File: config.mk
export PLATFORM = sky130hd
export DESIGN_NAME = seq_det_ctrl
export DESIGN_NICKNAME = d
export VERILOG_FILES = /design/src/rtl/seq_det_pkg.sv /design/src/rtl/pattern_match_core.sv /design/src/rtl/seq_det_ctrl.sv
export SDC_FILE = /design/constraint.sdc
export NUM_CORES = 1
export LEC_CHECK = 0
export BUFFER_PORTS_ARGS = -buffer_cell sky130_fd_sc_hd__clkbuf_2
export CAP_MARGIN = 5
export CORE_MARGIN = 3
export CORE_UTILIZATION = 56
export DETAILED_ROUTE_END_ITERATION = 8
export PLACE_DENSITY = 0.83
export RECOVER_POWER = 25
export SYNTH_ARGS = -nofsm -noshare
export SYNTH_HDL_FRONTEND = slang
export SYNTH_SLANG_ARGS = --single-unit
export TNS_END_PERCENT = 20
File: constraint.sdc
create_clock -name clk -period 2.95 [get_ports clk]
set_clock_uncertainty 0.15 [all_clocks]
set_input_delay 0.59 -clock clk [delete_from_list [all_inputs] [get_ports clk]]
set_output_delay 0.59 -clock clk [all_outputs]
set_load 0.03 [all_outputs]
File: src/rtl/seq_det_pkg.sv
// seq_det_pkg: state encoding and configuration defaults shared by the sequence detector
package seq_det_pkg;
  typedef enum logic {IDLE = 1'b0, SHIFT = 1'b1} state_t;
  localparam int LEN_W = 4;
  localparam logic [7:0] DEF_PAT = 8'b0001_0101;
  localparam logic [LEN_W-1:0] DEF_LEN = 4'd5;
  localparam int DEF_THRESH = 0;
endpackage

File: src/rtl/pattern_match_core.sv
// pattern_match_core: bit history, fill tracking and length-masked overlapping pattern compare
module pattern_match_core
  import seq_det_pkg::*;
#(
  parameter int PAT_MAX = 8
) (
  input  logic               clk,
  input  logic               rst_n,
  input  logic               clr,
  input  logic               bit_valid,
  input  logic               bit_in,
  input  logic [PAT_MAX-1:0] pat,
  input  logic [LEN_W-1:0]   len,
  output logic               match
);
  localparam int FILL_W = $clog2(PAT_MAX + 1);
  logic [PAT_MAX-1:0] hist, hist_new, mask;
  logic [FILL_W-1:0] fill, fill_new;
  logic hit;
  always_comb begin
    hist_new = {hist[PAT_MAX-2:0], bit_in};
    fill_new = (fill == FILL_W'(PAT_MAX)) ? fill : fill + 1'b1;
    for (int i = 0; i < PAT_MAX; i++) mask[i] = 32'(i) < 32'(len);
    hit = bit_valid && len != '0 && 32'(fill_new) >= 32'(len) && (hist_new & mask) == (pat & mask);
  end
  // history survives a match so overlapping occurrences are still seen
  always_ff @(posedge clk or negedge rst_n)
    if (!rst_n) begin
      hist  <= '0;
      fill  <= '0;
      match <= 1'b0;
    end else begin
      match <= hit;
      if (clr) begin
        hist <= '0;
        fill <= '0;
      end else if (bit_valid) begin
        hist <= hist_new;
        fill <= fill_new;
      end
    end
endmodule

File: src/rtl/seq_det_ctrl.sv
// seq_det_ctrl: word-to-bit sequencer feeding an overlapping pattern detector
// with a saturating match counter and sticky threshold flag
module seq_det_ctrl
  import seq_det_pkg::*;
#(
  parameter int DATA_W  = 8,
  parameter int PAT_MAX = 8,
  parameter int CNT_W   = 8
) (
  input  logic               clk,
  input  logic               rst_n,
  input  logic               cfg_we,
  input  logic [PAT_MAX-1:0] cfg_pat,
  input  logic [LEN_W-1:0]   cfg_len,
  input  logic [CNT_W-1:0]   cfg_thresh,
  input  logic               cnt_clr,
  input  logic               in_valid,
  output logic               in_ready,
  input  logic [DATA_W-1:0]  in_data,
  output logic               bit_out,
  output logic               bit_valid,
  output logic               match,
  output logic [CNT_W-1:0]   match_cnt,
  output logic               thresh_hit,
  output logic               busy
);
  localparam int IDX_W = (DATA_W > 1) ? $clog2(DATA_W) : 1;
  state_t state, state_nxt;
  logic [DATA_W-1:0] word;
  logic [IDX_W-1:0] bit_idx;
  logic [PAT_MAX-1:0] pat;
  logic [LEN_W-1:0] len;
  logic [CNT_W-1:0] thresh, cnt_nxt;
  logic hs, cfg_ok, last;
  // the final bit of a word doubles as an accept slot for zero-bubble streaming
  always_comb begin
    last      = bit_idx == '0;
    in_ready  = state == IDLE || last;
    hs        = in_valid && in_ready;
    cfg_ok    = cfg_we && state == IDLE && !hs;
    state_nxt = hs ? SHIFT : (state == SHIFT && !last) ? SHIFT : IDLE;
    bit_valid = state == SHIFT;
    bit_out   = bit_valid && word[bit_idx];
    busy      = state != IDLE;
    cnt_nxt   = (match && match_cnt != '1) ? match_cnt + 1'b1 : match_cnt;
  end
  always_ff @(posedge clk or negedge rst_n)
    if (!rst_n) begin
      state      <= IDLE;
      word       <= '0;
      bit_idx    <= '0;
      pat        <= PAT_MAX'(DEF_PAT);
      len        <= DEF_LEN;
      thresh     <= CNT_W'(DEF_THRESH);
      match_cnt  <= '0;
      thresh_hit <= 1'b0;
    end else begin
      state <= state_nxt;
      if (hs) begin
        word    <= in_data;
        bit_idx <= IDX_W'(DATA_W - 1);
      end else if (bit_valid && !last) begin
        bit_idx <= bit_idx - 1'b1;
      end
      if (cfg_ok) begin
        pat    <= cfg_pat;
        len    <= (32'(cfg_len) > PAT_MAX) ? LEN_W'(PAT_MAX) : cfg_len;
        thresh <= cfg_thresh;
      end
      if (cnt_clr || cfg_ok) begin
        match_cnt  <= '0;
        thresh_hit <= 1'b0;
      end else begin
        match_cnt  <= cnt_nxt;
        thresh_hit <= thresh_hit || (thresh != '0 && cnt_nxt >= thresh);
      end
    end
  pattern_match_core #(.PAT_MAX(PAT_MAX)) u_core (
    .clk      (clk),
    .rst_n    (rst_n),
    .clr      (cfg_ok),
    .bit_valid(bit_valid),
    .bit_in   (bit_out),
    .pat      (pat),
    .len      (len),
    .match    (match)
  );
endmodule

==> impl_results.md <==
* Critical R2R Capture: thresh_hit
* Crit path largest cell delay at 0.42 ns
* Slew HR at 5.003%
* Req. time, crit path at 3.04 ns
* Worst VDD drop at 0.5794 mV
* DP HPWL at 4204 um
* Port bufs at 46
* DR pass1 iterations at 4
* Synth Flop Type: dfrtp_1
* CTS root buf: clkbuf_8
* WHS Path Cells at 2
* Rows at 24
* FILL cells at 361
* CP max FO at 4
* Final instance area at 3142 um^2
* TritonCTS clock tree: done
* Yosys warns at 0
* Layout cells sized above 1 at 28.76%
* Cells after Synth at 249
* Hold Path Origin: cnt_clr
* Dominant cells by area after synthesis: dfrtp_1 (44%), mux2_2 (8.3%), ha_1 (7.8%)
* Antenna viol nets, final at 0
* Clk_lat worst skew at 0.30 ns
* Area grow syn2layout at 15.13%
* Core area at 4534 um^2
* Number of diodes at 0
* Final hold violation count at 0
* Post_cts resized at 0
* GRT Total Usage at 20.95%
* Pin count of the biggest net entering global routing at 28
* Avg Inst Size Synth at 10.96 um^2
* Hold-fix buffer count after cts at 0
* DIE WIDTH at 75.81 um
* Arrival time worst endpoint at 2.80 ns
* Library cells used by synthesis at 43
* Yosys top cell by area: dfrtp_1
* Grt total ovfl at 0
* R2R Setup Slk at 0.23 ns
* Drt drc at 0
* Final setup vio count at 0
* H-tree depth at 2
* Clock Sinks at 53
* Starting Density at 60.18%
* Number of global-route vias before repair at 1981
* Max Fclk at 368.2 MHz
* Least-Margin Pin Slew at 1.425 ns
* Synth top area share at 44.02%
* Post-synth EDFFs at 0
* Status: completed
* Synth async-reset ratio at 100.0%
* Nets at 348
* CP cell instances: ha_1, nand4_1, o31ai_4, mux2_2, ha_1, a211oi_1, o31ai_1, nand4_1, a21oi_1
* Register area share after synthesis at 48.83%
* Worst Slack Setup Final at 0.2344 ns
* Setup TNS at 0 ns
* Hold EP: match_cnt[7]
* Post-Synthesis Cell Area at 2729 um^2
* RSZ-0062 raised after global routing: no
* Global-route wire length before repair at 9011 um
* Number of buffers created by CTS at 5
* Clock Tree Buf Depth at 2
* Initial DRC count at 94
* Antenna violations before repair at 0
* Reg clk slew, reported paths at 0.10 ns
* Placed inst area at 3027 um^2
* Vias at 1985
* Worst Reg2Reg Path Length in Cells at 9
* Leakage at 1.519 nW
* Worst reg2reg path startpoint: match_cnt[0]
* Slowest cell on crit path: dfrtp_1
* Routed len/inst at 14.91 um
* Max-slew violation count at 0
* Post-place setup slack at 0.2919 ns
* Syn nets at 299
* Crit path kind: register to register
* Via/cell ratio at 5.453
* GPL Wtd Cong at 0.8304
* CP startpoint kind: register
* Pwr per Cell Area at 975.1 nW/um^2
* Min-Delay Path Class: input port to register
* Final period utilization at 92.05%
* Die height at 75.81 um
* DIE AREA at 5746 um^2
* Post-synthesis register bit count at 53
* Min cycle time layout at 2.716 ns
* Post-CTS Setup Bufs at 0
* Max-cap violations at 0
* # IOs at 47
* Worst setup EP type: register
* Final wirelength at 5429 um
==> critical path: cells and delay by family (launching register included) <==
| kind | cells | cell delay [ns] |
|---|---|---|
| adder cells (fa/ha/maj) | 2 | 0.49 |
| AO/OA/AOI/OAI | 4 | 0.84 |
| flip-flops | 1 | 0.42 |
| multiplexers | 1 | 0.38 |
| AND/OR/NAND/NOR | 2 | 0.37 |
==> Yosys cell counts (4+ instances only) <==
library cell / instances
nand3_1: 5
ha_1: 17
inv_1: 20
clkbuf_1: 4
nand2_1: 19
xnor2_1: 8
a21oi_1: 10
nor3_1: 4
o21ai_0: 16
a22o_1: 9
mux2_2: 20
dfstp_2: 5
a21o_1: 4
dfrtp_1: 48
nor2b_1: 6
nor2_1: 8
xor2_1: 5
==> state kept, by name, summed over array words and instances (netlist names) <==
register      count
len               4
thresh_hit        1
word              8
bit_idx           3
u_core.match      1
bit_valid         1
match_cnt         8
thresh            8
pat               8
u_core.hist       7
u_core.fill       4
==> area by class of cell <==
class	instances	area, um^2	area share (%)
clock buffer	6	82.58	2.628
clock inverter	2	37.54	1.195
inverter	20	75.07	2.389
multi-input combinational	167	1270	40.42
sequential	53	1333	42.41
tap	65	81.33	2.589
timing repair buffer	51	262.8	8.363
==> per-stage QoR <==
| stage | power, mW | instances | utilization (%) | hold WS (ns) |
|---|---|---|---|---|
| floorplan | 2.245 | 249 | - | 0.1444 |
| global placement | 2.495 | 356 | 66.75 | 0.3376 |
| detailed placement | 2.566 | 356 | 66.75 | 0.3466 |
| CTS | 3.092 | 364 | 69.40 | 0.1649 |
| global route | 3.305 | 364 | 69.29 | 0.3244 |
| finish | 3.064 | 364 | 69.29 | 0.3262 |
==> layer usage <==
layer  global-route usage (%)  wire length (um)  up-vias
met1                    27.52              2428      963
met5                        0                 0        -
met2                    36.31              2740       42
met3                    3.166               215        4
li1                         -                 -      976
met4                    5.243                44        0
==> cell families after synthesis <==
| group | count (synthesis) | synth area share, % |
|---|---|---|
| multiplexers | 24 | 10.18 |
| buffers and inverters | 29 | 4.630 |
| XOR/XNOR | 13 | 4.172 |
| AND/OR/NAND/NOR | 60 | 11.23 |
| flip-flops | 53 | 48.83 |
| AO/OA/AOI/OAI | 53 | 13.16 |
| adder cells (fa/ha/maj) | 17 | 7.794 |
==> placed cells by master (no fill, tap or decap), drive strengths merged, types with 6 or more instances in the layout <==
| cell | count |
|---|---|
| xnor2 | 8 |
| a21oi | 10 |
| a22o | 9 |
| ha | 17 |
| mux2 | 20 |
| nor2b | 6 |
| nor2 | 8 |
| clkbuf | 53 |
| dfrtp | 48 |
| nand2 | 19 |
| o21ai | 16 |
| inv | 20 |
==> worst max-delay path by stage <==
stage | from | to | slack [ns] | cells past startpoint
2_1_floorplan | match_cnt[0] | thresh_hit | 0.30 | 9
3_3_place_gp | match_cnt[0] | thresh_hit | 0.41 | 9
3_5_place_dp | match_cnt[0] | thresh_hit | 0.29 | 11
4_1_cts | match_cnt[0] | thresh_hit | 0.26 | 9
5_1_grt | match_cnt[0] | thresh_hit | 0.09 | 11
6_report | match_cnt[0] | thresh_hit | 0.23 | 9
==> report_power, final <==
part	leakage [nW]	switching [mW]	internal, mW	total [mW]
sequential	0.644	0.274	1.06	1.33
clock	0.0574	0.242	0.276	0.518
combinational	0.817	0.583	0.634	1.22
total	1.52	1.10	1.97	3.06
(Power assumes the default switching activity.)
